--- src/rtl/processor_ctrl_if.sv ---
// ---------------------------------------------------------------------------
// processor_ctrl_if
//  Bundle between the instruction source and the control/decode unit.
//  Signals:
//    instruction              32  instruction word presented for decode
//    regWriteFlag             1   register-file write enable
//    opType                   3   instruction class
//    memWriteFlag             1   data-memory write enable
//    memReadFlag              1   data-memory read enable
//    aluControlCode           4   ALU operation select
//    branchFlag               1   conditional branch (CBZ)
//    unconditionalBranchFlag  1   unconditional branch (B)
//    aluSRC                   1   ALU B operand: 0 register, 1 immediate
//  Modports:
//    master  drives instruction, observes the control flags
//    slave   the decoder: receives instruction, drives the control flags
// ---------------------------------------------------------------------------
interface processor_ctrl_if;
   logic [31:0] instruction;
   logic        regWriteFlag;
   logic [2:0]  opType;
   logic        memWriteFlag;
   logic        memReadFlag;
   logic [3:0]  aluControlCode;
   logic        branchFlag;
   logic        unconditionalBranchFlag;
   logic        aluSRC;

   modport master (
      output instruction,
      input  regWriteFlag, opType, memWriteFlag, memReadFlag,
      input  aluControlCode, branchFlag, unconditionalBranchFlag, aluSRC
   );

   modport slave (
      input  instruction,
      output regWriteFlag, opType, memWriteFlag, memReadFlag,
      output aluControlCode, branchFlag, unconditionalBranchFlag, aluSRC
   );
endinterface

--- src/rtl/processor_ctrl.sv ---
// ---------------------------------------------------------------------------
// processor_ctrl
//  Main control/decode unit of the ARM-LP datapath. The instruction word is
//  classified combinationally and every control flag is registered, so the
//  flags appear one clock after the instruction is presented.
//  Ports:
//    clk    in  system clock, rising edge
//    reset  in  synchronous active-high; clears every registered output
//    bus    slave side of processor_ctrl_if (instruction in, flags out)
// ---------------------------------------------------------------------------
module processor_ctrl (
   input  logic             clk,
   input  logic             reset,
   processor_ctrl_if.slave  bus
);

   localparam logic [2:0] OP_NONE  = 3'd0;
   localparam logic [2:0] OP_R     = 3'd1;
   localparam logic [2:0] OP_I     = 3'd2;
   localparam logic [2:0] OP_LOAD  = 3'd3;
   localparam logic [2:0] OP_STORE = 3'd4;
   localparam logic [2:0] OP_B     = 3'd5;
   localparam logic [2:0] OP_CB    = 3'd6;
   localparam logic [2:0] OP_MOV   = 3'd7;

   localparam logic [3:0] ALU_ADD  = 4'd2;
   localparam logic [3:0] ALU_SUB  = 4'd10;
   localparam logic [3:0] ALU_AND  = 4'd6;
   localparam logic [3:0] ALU_OR   = 4'd4;
   localparam logic [3:0] ALU_XOR  = 4'd9;
   localparam logic [3:0] ALU_NOR  = 4'd5;
   localparam logic [3:0] ALU_NAND = 4'd12;
   localparam logic [3:0] ALU_MOV  = 4'd13;
   localparam logic [3:0] ALU_PASS = 4'd7;   // CBZ tests the B operand directly
   localparam logic [3:0] ALU_NOP  = 4'd0;

   logic [31:0] instr;
   logic [3:0]  func_alu;

   logic        reg_write_d, reg_write_q;
   logic [2:0]  op_type_d,   op_type_q;
   logic        mem_write_d, mem_write_q;
   logic        mem_read_d,  mem_read_q;
   logic [3:0]  alu_ctrl_d,  alu_ctrl_q;
   logic        branch_d,    branch_q;
   logic        ubranch_d,   ubranch_q;
   logic        alu_src_d,   alu_src_q;

   assign instr = bus.instruction;

   // Function field in the top three bits selects the ALU op for R and I.
   always_comb begin
      func_alu = ALU_ADD;
      case (instr[31:29])
         3'b000:  func_alu = ALU_ADD;
         3'b001:  func_alu = ALU_SUB;
         3'b010:  func_alu = ALU_AND;
         3'b011:  func_alu = ALU_OR;
         3'b100:  func_alu = ALU_XOR;
         3'b101:  func_alu = ALU_NOR;
         3'b110:  func_alu = ALU_NAND;
         default: func_alu = ALU_MOV;
      endcase
   end

   // Class decode is a priority chain: b26 outranks b27, which outranks b28,
   // so e.g. a word with b26 and b27 set is always a branch.
   always_comb begin
      reg_write_d = 1'b0;
      op_type_d   = OP_NONE;
      mem_write_d = 1'b0;
      mem_read_d  = 1'b0;
      alu_ctrl_d  = ALU_NOP;
      branch_d    = 1'b0;
      ubranch_d   = 1'b0;
      alu_src_d   = 1'b0;

      if (instr[26] && instr[29]) begin
         op_type_d  = OP_CB;
         branch_d   = 1'b1;
         alu_ctrl_d = ALU_PASS;
      end else if (instr[26]) begin
         op_type_d  = OP_B;
         ubranch_d  = 1'b1;
      end else if (instr[27] && instr[28]) begin
         op_type_d   = OP_STORE;
         mem_write_d = 1'b1;
         alu_ctrl_d  = ALU_ADD;
         alu_src_d   = 1'b1;
      end else if (instr[27]) begin
         op_type_d   = OP_R;
         reg_write_d = 1'b1;
         alu_ctrl_d  = func_alu;
      end else if (instr[28] && instr[22]) begin
         op_type_d   = OP_LOAD;
         reg_write_d = 1'b1;
         mem_read_d  = 1'b1;
         alu_ctrl_d  = ALU_ADD;
         alu_src_d   = 1'b1;
      end else if (instr[28] && instr[23]) begin
         op_type_d   = OP_MOV;
         reg_write_d = 1'b1;
         alu_ctrl_d  = ALU_MOV;
         alu_src_d   = 1'b1;
      end else if (instr[28]) begin
         op_type_d   = OP_I;
         reg_write_d = 1'b1;
         alu_ctrl_d  = func_alu;
         alu_src_d   = 1'b1;
      end
   end

   always_ff @(posedge clk) begin
      if (reset) begin
         reg_write_q <= 1'b0;
         op_type_q   <= OP_NONE;
         mem_write_q <= 1'b0;
         mem_read_q  <= 1'b0;
         alu_ctrl_q  <= ALU_NOP;
         branch_q    <= 1'b0;
         ubranch_q   <= 1'b0;
         alu_src_q   <= 1'b0;
      end else begin
         reg_write_q <= reg_write_d;
         op_type_q   <= op_type_d;
         mem_write_q <= mem_write_d;
         mem_read_q  <= mem_read_d;
         alu_ctrl_q  <= alu_ctrl_d;
         branch_q    <= branch_d;
         ubranch_q   <= ubranch_d;
         alu_src_q   <= alu_src_d;
      end
   end

   assign bus.regWriteFlag            = reg_write_q;
   assign bus.opType                  = op_type_q;
   assign bus.memWriteFlag            = mem_write_q;
   assign bus.memReadFlag             = mem_read_q;
   assign bus.aluControlCode          = alu_ctrl_q;
   assign bus.branchFlag              = branch_q;
   assign bus.unconditionalBranchFlag = ubranch_q;
   assign bus.aluSRC                  = alu_src_q;

endmodule

--- src/flat_wrapper.sv ---
// flat-port wrapper written by rule: the top's interface ports become plain ports
module processor_ctrl_flat 
  (clk, reset, bus_instruction, bus_regWriteFlag, bus_opType, bus_memWriteFlag, bus_memReadFlag, bus_aluControlCode, bus_branchFlag, bus_unconditionalBranchFlag, bus_aluSRC);
  processor_ctrl_if bus_i ();
  input  logic clk;
  input  logic reset;
  input wire logic [$bits(bus_i.instruction)-1:0] bus_instruction;
  output wire logic [$bits(bus_i.regWriteFlag)-1:0] bus_regWriteFlag;
  output wire logic [$bits(bus_i.opType)-1:0] bus_opType;
  output wire logic [$bits(bus_i.memWriteFlag)-1:0] bus_memWriteFlag;
  output wire logic [$bits(bus_i.memReadFlag)-1:0] bus_memReadFlag;
  output wire logic [$bits(bus_i.aluControlCode)-1:0] bus_aluControlCode;
  output wire logic [$bits(bus_i.branchFlag)-1:0] bus_branchFlag;
  output wire logic [$bits(bus_i.unconditionalBranchFlag)-1:0] bus_unconditionalBranchFlag;
  output wire logic [$bits(bus_i.aluSRC)-1:0] bus_aluSRC;
  assign bus_i.instruction = bus_instruction;
  assign bus_regWriteFlag = bus_i.regWriteFlag;
  assign bus_opType = bus_i.opType;
  assign bus_memWriteFlag = bus_i.memWriteFlag;
  assign bus_memReadFlag = bus_i.memReadFlag;
  assign bus_aluControlCode = bus_i.aluControlCode;
  assign bus_branchFlag = bus_i.branchFlag;
  assign bus_unconditionalBranchFlag = bus_i.unconditionalBranchFlag;
  assign bus_aluSRC = bus_i.aluSRC;
  processor_ctrl u_core (.clk(clk), .reset(reset), .bus(bus_i));
endmodule
--- config.mk ---
export PLATFORM = sky130hd
export DESIGN_NAME = processor_ctrl_flat
export DESIGN_NICKNAME = d
export VERILOG_FILES = /design/src/rtl/processor_ctrl_if.sv /design/src/rtl/processor_ctrl.sv /design/src/flat_wrapper.sv
export SDC_FILE = /design/constraint.sdc
export NUM_CORES = 1
export LEC_CHECK = 0
export BUFFER_PORTS_ARGS = -buffer_cell sky130_fd_sc_hd__clkbuf_2
export CAP_MARGIN = 10
export CORE_MARGIN = 2
export CORE_UTILIZATION = 37
export DETAILED_ROUTE_END_ITERATION = 16
export GPL_ROUTABILITY_DRIVEN = 0
export HOLD_SLACK_MARGIN = 0.08
export PLACE_DENSITY = 0.81
export SYNTH_ARGS = -nofsm -noshare
export SYNTH_HDL_FRONTEND = slang
export SYNTH_SLANG_ARGS = --single-unit
--- constraint.sdc ---
create_clock -name clk -period 1.3 [get_ports clk]
set_input_delay 0.195 -clock clk [delete_from_list [all_inputs] [get_ports clk]]
set_output_delay 0.195 -clock clk [all_outputs]
set_load 0.05 [all_outputs]
# Yosys cells after proc, flatten, opt, wreduce, memory -nomap -nowiden
# Cells that the tools add are included.
# Widths: inputs -> output; s select.
# word_totals
register_bits	13
in_bits	34
output_inout_bits	13
elab_cells	50
# op_classes
eq_ne	6
n_mux	25
reduce_logical	9
# op_table
cell	n
$pmux 4 s7	1
$mux 3	9
$mux 4	4
$mux 1	10
$eq 3x3->1 const B	3
$eq 3x2->1 const B	2
$reduce_or 5->1	1
$logic_and 1x1->1	4
$reduce_or 4->1	1
$eq 3x1->1 const B	1
$logic_not 3->1	1
$reduce_or 3->1	1
$mux 2	1
$reduce_or 2->1	1

# Logic depth before layout (Yosys ltp)
# depth
depth_word	9
mapped_depth	4
ltp_nobuf	3

# Worst setup path after synthesis
# OpenSTA, ideal clock, no wires.
# synth_path
kind	input to register
start	input port bus_instruction[29]
end	register u_core.alu_ctrl_q[0] (netlist: u_core.bus.aluControlCode[0])
arrival_ns	0.684
slack_ns	0.493
stages	4
n_path_buf	1
path_cell_list	buf_6 and3b_1 a31oi_2 o21ai_1
# synth_between
elab_chain_cells	9
elab_cells_between_ends	16
cone_classes	6 x eq/ne; 8 x mux; 2 x reduce/logical
# synth_lines
item	line_no	text
from (decl)	flat_wrapper.sv:7	input wire logic [$bits(bus_i.instruction)-1:0] bus_instruction;
$eq 3x3->1, or another cell as far along	processor_ctrl.sv:54	case (instr[31:29])
$pmux 4 s7	processor_ctrl.sv:54	
$mux 4	processor_ctrl.sv:105	end else if (instr[28]) begin
$mux 4	processor_ctrl.sv:100	end else if (instr[28] && instr[23]) begin
$mux 4	processor_ctrl.sv:94	end else if (instr[28] && instr[22]) begin
$mux 4	processor_ctrl.sv:90	end else if (instr[27]) begin
$mux 3	processor_ctrl.sv:85	end else if (instr[27] && instr[28]) begin
$mux 3	processor_ctrl.sv:82	end else if (instr[26]) begin
$mux 3 *	processor_ctrl.sv:78	if (instr[26] && instr[29]) begin
to (signal assigned)	processor_ctrl.sv:128	alu_ctrl_q <= alu_ctrl_d;
to (decl)	processor_ctrl.sv:44	logic [3:0] alu_ctrl_d, alu_ctrl_q;
# Every way passes the cells marked *; elsewhere a longest branch is shown, timed or not.
# A chain may end at the register's enable or synchronous reset.

# Final worst setup path
# layout_path
start	register u_core.op_type_q[2] (netlist: u_core.bus.opType[2])
end	output port bus_opType[2]
# layout_lines
item	line_no	text
from (decl)	processor_ctrl.sv:41	logic [2:0] op_type_d, op_type_q;
from (signal assigned)	processor_ctrl.sv:125	op_type_q <= op_type_d;
to (decl)	flat_wrapper.sv:9	output wire logic [$bits(bus_i.opType)-1:0] bus_opType;
# No word-level cell between the ends.

==> summary.txt <==
Setup path
  • Peak fanout along the critical path: 1
  • Setup crit start: u_core.bus.opType[2]$_SDFF_PP0_
  • Arrival @ worst endpoint: 0.87 ns
  • Family with the most delay on the worst path: flip-flops
  • Required time of the worst setup path: 1.11 ns
  • Critical path cell sequence: clkbuf_2
  • Sort of element at the start of the critical path: flip-flop
  • Endpoint type of the worst setup path: primary output
  • Critical-path top delay cell: dfxtp_1
  • Critical setup path kind: reg -> out
  • CP Buf/Inv Count: 1
  • Slowest cell delay on critical path: 0.32 ns

Drt
  • Number of DRC violations after detailed-routing iteration 0: 8
  • TritonRoute pass-1 iters: 5
  • Mean number of vias per cell: 5.110
  • WL/cell: 10.98 um
  • Total via count in the routed design: 465
  • Routed WL: 999 um
  • Post-route antenna net violation count: 0
  • Residual DRC: 0

STA
  • Final critical-path setup slack: 0.2349 ns
  • Number of setup violations in the final report: 0
  • Setup repair after global routing missed its margin: false
  • Period minus WS final: 1.065 ns
  • Portion of the clock cycle consumed by the worst path in the final layout: 81.93%
  • Number of max-slew violations in the final report: 0
  • Hold Vio Cnt, Final: 0
  • Worst slew margin relative to its limit: 81.01%
  • Highest clock frequency the design can meet: 0.9389 GHz
  • Aggregate negative setup slack: 0 ns
  • Transition at the pin with the smallest max-transition slack: 0.2860 ns

Floorplan
  • Standard-cell rows: 13
  • Die H: 40.73 um
  • Initial cell density of the core: 38.85%
  • Number of top-level pins: 47
  • Overall die area: 1659 um2
  • Die extent in x: 40.73 um
  • Core area: 1285 um2

Logic synthesis
  • Post-synthesis cell count: 51
  • Async SR Flop Fraction: 0%
  • Mapped cell area: 499.2 um2
  • Most instantiated library cell after synthesis: dfxtp_1
  • Most used standard cells in the synthesized netlist: dfxtp_1 (13), o21ai_1 (6), a21oi_1 (4)
  • Share of Yosys cell area claimed by the top area cell type: 52.13%
  • Top area cells in the synthesized netlist: dfxtp_1 (52%), o21ai_1 (6.0%), a21oi_1 (4.0%)
  • Distinct cell type count of the synthesized netlist: 24
  • Total of flip-flops plus latches after synthesis: 13
  • Yosys warns: 0
  • Avg Synthesized Cell Area: 9.789 um2
  • Cell taking the most area after synthesis: dfxtp_1
  • Dominant synthesized flop cell: dfxtp_1
  • Number of flops mapped to enable cells by yosys: 0
  • Synthesized netlist net count: 85
  • Portion of the post-synthesis area used by sequential elements: 52.13%

Clock tree
  • Clock Pin Slew Worst Setup and Hold Paths: 0.07 ns
  • Post-CTS Hold Fix Bufs: 0
  • Maximum level of the CTS H-tree: 1
  • Total CTS buffers: 3
  • Cts repair resizes: 0
  • Post-CTS Setup Bufs: 0
  • Clock Tree Root: clkbuf_4
  • Number of buffers on the longest clock path: 2
  • CTS tree: built
  • Number of clock sinks seen by CTS: 13

Global routing
  • Global-route wire length before repair: 1462 um
  • Number of antenna violations at the first check in global routing: 0
  • Aggregate global-route resource usage: 13.98%
  • Congestion Overflow GR: 0
  • Vias in the first global route: 366
  • Maximum number of pins on one net before global-route repair: 10

Power and ir drop
  • Internal power summed over all cells: 0.0005788 W
  • Part of the total power dissipated in the clock network: 29.1%
  • Leakage dissipation: 0.3045 nW
  • Worst vdd rail ir drop: 0.4647 mV
  • Psw: 0.0002599 W
  • Comb pwr share: 20.5%
  • Net switching share of the total power: 30.99%
  • Power share of the sequential group: 50.5%
  • Power density over the cells: 1302 nW/um2

Final layout
  • Number of nets in the final layout: 111
  • Final instance area: 644.4 um2
  • Share of layout cells above drive strength 1: 42.11%
  • Synth-to-Final Area Change: 29.07%
  • Antenna Cells: 0

Place
  • Detailed Place HPWL: 777.3 um
  • Post-detailed-placement cell area: 616.8 um2
  • Setup Slack @ Placement: 0.3067 ns
  • PortBufs: 22

Flow run
  • Max-cap violations: 0

Outcome
  • Result of the run: complete, no violations

Min path
  • HP Start: reset
  • Type of the tightest min-delay check: in -> reg
state kept, by name (all words and copies together) (netlist names):
name and count:
u_core.bus.memReadFlag 1, u_core.bus.aluControlCode 4, u_core.bus.memWriteFlag 1, u_core.bus.unconditionalBranchFlag 1, u_core.bus.regWriteFlag 1, u_core.bus.opType 3
u_core.bus.aluSRC 1, u_core.bus.branchFlag 1
kinds of logic (layout without fill, tap and decap cells):
kind of cell | after synthesis | after routing | share of synthesized area [%]
AND/OR/NAND/NOR | 17 | 17 | 20.55
buffers and inverters | 3 | 28 | 3.758
AO/OA/AOI/OAI | 17 | 17 | 21.80
XOR/XNOR | 1 | 1 | 1.755
flip-flops | 13 | 13 | 52.13
through the flow:
step                      util (%)  power (W)  std cells  hold WS, ns
after floorplan                  -  0.0005540         51       0.2612
after global placement       48.00  0.0006003         87       0.4676
after detailed placement     48.00  0.0006041         87       0.4688
after CTS                    50.15  0.0008472         91       0.1731
after global routing         50.15  0.0008798         91       0.1893
final                        50.15  0.0008387         91       0.1849
cells in the final DEF, fill, tap and decap left out, types with 2 or more instances in the layout:
cell / count
a21oi_1: 4
dfxtp_1: 13
nor2_1: 2
o21ai_0: 3
nand2_1: 2
o21ai_1: 6
clkbuf_2: 22
and3_1: 2
nor2b_1: 3
clkbuf_4: 3
worst paths after layout:
kind,endpoint,slack [ns],cells past startpoint
min,u_core.bus.opType[0]$_SDFF_PP0_,0.18,2
max,bus_opType[2],0.23,1
power groups by stage:
stage	combinational (W)	clock [W]	sequential, W
floorplan	0.0000492	0	0.000505
global placement	0.000169	0	0.000432
detailed placement	0.000171	0	0.000433
CTS	0.000172	0.000251	0.000424
global route	0.000185	0.000269	0.000426
finish	0.000172	0.000244	0.000423
layout make-up:
class / instances / area [um2]
Clock buffer: 3 / 22.52
Clock inverter: 1 / 5.005
Fill cell: 125 / 640.6
Inverter: 2 / 7.507
Multi-Input combinational cell: 35 / 220.2
Sequential cell: 13 / 260.3
Tap cell: 15 / 18.77
Timing Repair Buffer: 22 / 110.1
metal layers:
| layer | wire length [um] | vias up | GRT usage (%) |
|---|---|---|---|
| li1 | - | 235 | - |
| met1 | 418 | 207 | 14.98 |
| met2 | 488 | 19 | 22.62 |
| met3 | 66 | 4 | 1.630 |
| met4 | 25 | 0 | 15.00 |
| met5 | 0 | - | 0 |
(Power assumes the default switching activity.)
